**config.mk**
```make
export PLATFORM = sky130hd
export DESIGN_NAME = seq_restoring_divider
export DESIGN_NICKNAME = d
export VERILOG_FILES = /design/src/rtl/seq_restoring_divider.sv
export SDC_FILE = /design/constraint.sdc
export NUM_CORES = 1
export LEC_CHECK = 0
export ABC_CLOCK_PERIOD_IN_PS = 2740
export CELL_PAD_IN_SITES_DETAIL_PLACEMENT = 1
export CELL_PAD_IN_SITES_GLOBAL_PLACEMENT = 1
export CORE_ASPECT_RATIO = 0.5
export CORE_MARGIN = 5
export CORE_UTILIZATION = 43
export CTS_CLUSTER_DIAMETER = 80
export CTS_CLUSTER_SIZE = 16
export DETAILED_ROUTE_END_ITERATION = 10
export PLACE_DENSITY = 0.93
export SETUP_SLACK_MARGIN = 0.4
export SYNTH_ARGS = -nofsm -noshare
export SYNTH_HDL_FRONTEND = slang
export SYNTH_SLANG_ARGS = --single-unit
```
**constraint.sdc**
```tcl
create_clock -name clock -period 2.74 [get_ports clock]
set_input_delay 0.411 -clock clock [delete_from_list [all_inputs] [get_ports clock]]
set_output_delay 0.411 -clock clock [all_outputs]
set_load 0.03 [all_outputs]
```
**src/rtl/seq_restoring_divider.sv**
```systemverilog
// ---------------------------------------------------------------------------
// seq_restoring_divider
//
// Multi-cycle unsigned restoring divider. An 8-bit dividend (typically the
// product coming out of the 4x4 multiplier) is divided by a 4-bit divisor.
// One quotient bit is produced per clock. Operands enter and results leave
// through valid/ready handshakes. Only one operation is in flight at a time.
//
// Ports
//   clock        rising-edge clock for all state
//   reset        asynchronous, active-low reset
//   in_valid     operands on dividend/divisor are valid
//   in_ready     block can accept operands (high only while idle)
//   dividend     unsigned dividend, DIVIDEND_W bits
//   divisor      unsigned divisor, DIVISOR_W bits
//   out_valid    quotient/remainder/div_by_zero are valid (high only when done)
//   out_ready    consumer takes the result
//   quotient     floor(dividend / divisor), DIVIDEND_W bits
//   remainder    dividend mod divisor, DIVISOR_W bits
//   div_by_zero  the current result came from a zero divisor
// ---------------------------------------------------------------------------
module seq_restoring_divider #(
  parameter int DIVIDEND_W = 8,
  parameter int DIVISOR_W  = 4
) (
  input  logic                  clock,
  input  logic                  reset,
  input  logic                  in_valid,
  output logic                  in_ready,
  input  logic [DIVIDEND_W-1:0] dividend,
  input  logic [DIVISOR_W-1:0]  divisor,
  output logic                  out_valid,
  input  logic                  out_ready,
  output logic [DIVIDEND_W-1:0] quotient,
  output logic [DIVISOR_W-1:0]  remainder,
  output logic                  div_by_zero
);

  // The step counter has to hold the value DIVIDEND_W itself.
  localparam int CNT_W = $clog2(DIVIDEND_W + 1);

  typedef enum logic [1:0] {
    IDLE = 2'd0,
    CALC = 2'd1,
    DONE = 2'd2
  } state_t;

  state_t                 state_q;

  // workReg_q starts as the dividend. Every step its MSB moves into the
  // partial remainder and the new quotient bit enters at the LSB, so after
  // DIVIDEND_W steps it holds the complete quotient.
  logic [DIVIDEND_W-1:0]  workReg_q;
  logic [DIVISOR_W-1:0]   divisor_q;
  logic [DIVISOR_W-1:0]   partialRem_q;
  logic [CNT_W-1:0]       count_q;

  // Result registers. They keep the last result until the next one lands.
  logic [DIVIDEND_W-1:0]  quotient_q;
  logic [DIVISOR_W-1:0]   remainder_q;
  logic                   divByZero_q;
  logic                   inReady_q;
  logic                   outValid_q;

  // Combinational values for one restoring step.
  logic [DIVISOR_W:0]     remShift_d;
  logic                   fits_d;
  logic [DIVISOR_W-1:0]   partialRem_d;
  logic [DIVIDEND_W-1:0]  workReg_d;

  // One restoring step. The shifted partial remainder is one bit wider than
  // the divisor, so the trial compare cannot overflow. The stored remainder
  // only needs DIVISOR_W bits because it is always below the divisor after a
  // step. The subtraction can therefore be done in DIVISOR_W bits: the
  // dropped top bit is exactly the borrow that the compare already
  // accounted for.
  always_comb begin
    remShift_d   = {partialRem_q, workReg_q[DIVIDEND_W-1]};
    fits_d       = (remShift_d >= {1'b0, divisor_q});
    partialRem_d = remShift_d[DIVISOR_W-1:0];
    if (fits_d) begin
      partialRem_d = remShift_d[DIVISOR_W-1:0] - divisor_q;
    end
    workReg_d    = {workReg_q[DIVIDEND_W-2:0], fits_d};
  end

  // Control FSM, datapath registers and registered handshake outputs.
  // A zero divisor still spends one cycle in CALC. That gives the
  // divide-by-zero result one cycle of latency after acceptance.
  always_ff @(posedge clock or negedge reset) begin
    if (!reset) begin
      state_q      <= IDLE;
      workReg_q    <= '0;
      divisor_q    <= '0;
      partialRem_q <= '0;
      count_q      <= '0;
      quotient_q   <= '0;
      remainder_q  <= '0;
      divByZero_q  <= 1'b0;
      inReady_q    <= 1'b1;
      outValid_q   <= 1'b0;
    end else begin
      case (state_q)
        IDLE: begin
          if (in_valid) begin
            workReg_q    <= dividend;
            divisor_q    <= divisor;
            partialRem_q <= '0;
            count_q      <= CNT_W'(DIVIDEND_W);
            inReady_q    <= 1'b0;
            state_q      <= CALC;
          end
        end

        CALC: begin
          if (divisor_q == '0) begin
            quotient_q  <= '0;
            remainder_q <= '0;
            divByZero_q <= 1'b1;
            outValid_q  <= 1'b1;
            state_q     <= DONE;
          end else begin
            workReg_q    <= workReg_d;
            partialRem_q <= partialRem_d;
            count_q      <= count_q - CNT_W'(1);
            if (count_q == CNT_W'(1)) begin
              quotient_q  <= workReg_d;
              remainder_q <= partialRem_d;
              divByZero_q <= 1'b0;
              outValid_q  <= 1'b1;
              state_q     <= DONE;
            end
          end
        end

        DONE: begin
          if (out_ready) begin
            outValid_q <= 1'b0;
            inReady_q  <= 1'b1;
            state_q    <= IDLE;
          end
        end

        default: begin
          outValid_q <= 1'b0;
          inReady_q  <= 1'b1;
          state_q    <= IDLE;
        end
      endcase
    end
  end

  assign in_ready    = inReady_q;
  assign out_valid   = outValid_q;
  assign quotient    = quotient_q;
  assign remainder   = remainder_q;
  assign div_by_zero = divByZero_q;

endmodule

```
==> impl_metrics.yaml <==
place:
  place_congestion: 0.8384
  dpl.hpwl_um: 3510
  portBuffers: 30
critical_path:
  end_kind: "register"
  crit_slowest_cell: "and2b_1"
  crit_chain: "and2b_1 -> nand2_2 -> nand2_2 -> o21ai_0 -> o21ai_0"
  cp.required_ns: 2.96
  worstReg2RegEnd: "workReg_q[0]"
  critPathLaunch: "state_q[1]"
  critPathLaunchType: "register"
  reg2reg_from: "state_q[1]"
  critPathBufInv: 0
  critPathTopFamily: "simple AND/OR/NAND/NOR gates"
  rr_worst_depth: 5
  reg2reg_slack_ns: 0.72
  crit_cells: 5
  slowest_delay_ns: 0.51
  arrival_ns: 2.24
  endpoint: "workReg_q[0]"
  critPathKind: "reg -> reg"
  cp_max_fo: 16
synth:
  yosysTopAreaCell: "dfrtp_1"
  synth_edf_count: 0
  netlist_area_um2: 1770
  netlist_instances: 175
  async_flop_share_pct: 100.0
  synth.avg_cell_area_um2: 10.12
  synth_flop_cell: "dfrtp_1"
  synth_top_area_share_pct: 50.88
  synth_common_cells: "dfrtp_1 (36), nand2_1 (36), nor2_1 (15), o21ai_0 (15)"
  ys_seq_area_share_pct: 52.37
  ys_ff_latch: 37
  syn_nets: 198
  synth_cell_types: 34
  synth_warnings: 0
  synth_area_leaders: "dfrtp_1 (51%), nand2_1 (7.6%), a22o_1 (4.5%)"
layout:
  antennaDiodeCount: 0
  area_growth_pct: 26.15
  drive_gt1_share_pct: 10.95
  nNetsFinal: 232
die:
  dieArea_um2: 5578
  io_pins: 31
  die_width_um: 100.7
  core_area_um2: 3944
  die_h_um: 55.37
  start_util_pct: 44.89
  core.rowCount: 16
global_routing:
  grt_usage_pct: 21.63
  grt_pass1_wl_um: 9170
  antenna_found_initial: 0
  grt_busiest_layer: "met2"
  met3_usage_pct: 4.774
  grt_max_degree: 38
  grtUsageMet1_pct: 27.66
  gr-total-overflow: 0
  grt_pass1_vias: 1668
  grt_use_met2_pct: 35.73
power_and_ir_drop:
  ir_drop_mv: 0.5436
  power.density_nw_per_um2: 1464
  power_mw: 3.269
  power_leakage_nw: 0.9904
clock_tree:
  cts_buffers: 5
  clock_latency_ns: 0.30
  cts_tree: "yes"
  cts_setup_buffers: 0
  clockBufferDepth: 2
  hold_buffers: 0
  cts_root_buffer: "clkbuf_8"
  ctsHtreeMaxLevel: 2
  cts_num_sinks: 37
  clk_pin_slew_worst_paths_ns: 0.08
  cts_resized: 0
timing:
  fin_crit_ns: 2.021
  fin_worst_skew_ns: 0.007482
  tightest_slew_ns: 0.6372
  fin_crit_sh_pct: 73.76
  setup_viol: 0
  drv_slew: 0
  hold_viol_final: 0
  hold_ws_ns: 0.4879
  tns_ns: 0
  relSlewSlack_pct: 57.33
  max_freq_mhz: 494.8
  rsz0062_at_grt: "no"
drt:
  first_iter_violations: 83
  drt-pass1-iter-count: 4
  finalWirelength_um: 5541
  vias_per_cell: 5.644
  drc_errors: 0
  vias: 1490
  wl_per_cell_um: 20.99
  ant_nets: 0
min_path:
  min_from: "remainder[2]"
  whs_path_depth: 2
  hp-class: "reg -> reg"
job:
  maxCapViolCount: 0
outcome:
  outcome: "complete, no violations"
==> flip-flops by register name (all words and copies together), names as in the netlist <==
signal and count:
state_q 2, quotient 8, count_q 4, div_by_zero 1
partialRem_q 4, out_valid 1, remainder 4, workReg_q 8
in_ready 1, divisor_q 4
==> placed cells by master, fill, tap and decap left out, types with 3 or more instances in the layout <==
cell / synthesis / layout
a22o_1: 9 / 9
a31oi_1: 7 / 7
buf_4: 0 / 3
clkbuf_8: 0 / 6
clkdlybuf4s50_1: 0 / 30
dfrtp_1: 36 / 36
ha_1: 6 / 6
inv_1: 9 / 9
nand2_1: 36 / 36
nor2_1: 15 / 15
o21ai_0: 15 / 15
o21ai_1: 3 / 3
==> final cells by class <==
type	instances	area, um2
Clock inverter	2	37.54
Tap cell	54	67.56
Multi-Input combinational cell	123	762.0
Fill cell	441	1710
Inverter	9	33.78
Sequential cell	37	927.1
Timing Repair Buffer	33	322.8
Clock buffer	6	82.58
==> logic make-up (layout without fill, tap and decap cells) <==
logic type               after synthesis  count (layout)  share of synthesized area [%]
AND/OR/NAND/NOR                       68              68                          18.59
AO/OA/AOI/OAI                         41              41                          15.34
buffers and inverters                 15              50                          4.593
multiplexers                           3               3                          1.767
flip-flops                            37              37                          52.37
XOR/XNOR                               4               4                          1.979
adder cells (fa/ha/maj)                7               7                          5.371
==> routing by layer <==
layer | wire length, um | vias to the layer above
met5 | 0 | -
met4 | 92 | 0
met3 | 210 | 8
met2 | 2820 | 35
met1 | 2416 | 778
li1 | - | 669
==> power breakdown <==
part | internal, mW | total (mW) | switching (mW) | leakage (nW)
clock network | 0.296 | 0.511 | 0.215 | 0.0574
registers | 0.801 | 1.03 | 0.229 | 0.460
logic | 0.661 | 1.73 | 1.07 | 0.473
total | 1.76 | 3.27 | 1.51 | 0.990
==> worst reg2reg max path: stages, from the launching register on <==
cell and delay (ns):
dfrtp_1 0.45, and2b_1 0.52, nand2_2 0.27, nand2_2 0.34, o21ai_0 0.18, o21ai_0 0.18
==> through the flow <==
stage / instances / worst slack (ns) / util, % / area (um2)
2_1_floorplan: 175 / 1.070 / - / 1770
3_3_place_gp: 256 / 0.9234 / 53.59 / 2113
3_5_place_dp: 256 / 0.7299 / 53.59 / 2113
4_1_cts: 264 / 0.7247 / 56.63 / 2233
5_1_grt: 264 / 0.6109 / 56.63 / 2233
6_report: 264 / 0.7190 / 56.63 / 2233
==> worst min path at each step <==
stage               slack [ns]            to
global placement          0.47  remainder[2]
floorplan                 0.12    count_q[0]
detailed placement        0.47  remainder[2]
global route              0.54   quotient[4]
CTS                       0.49  remainder[2]
finish                    0.49  remainder[2]
Power figures use the tool's default switching activity.
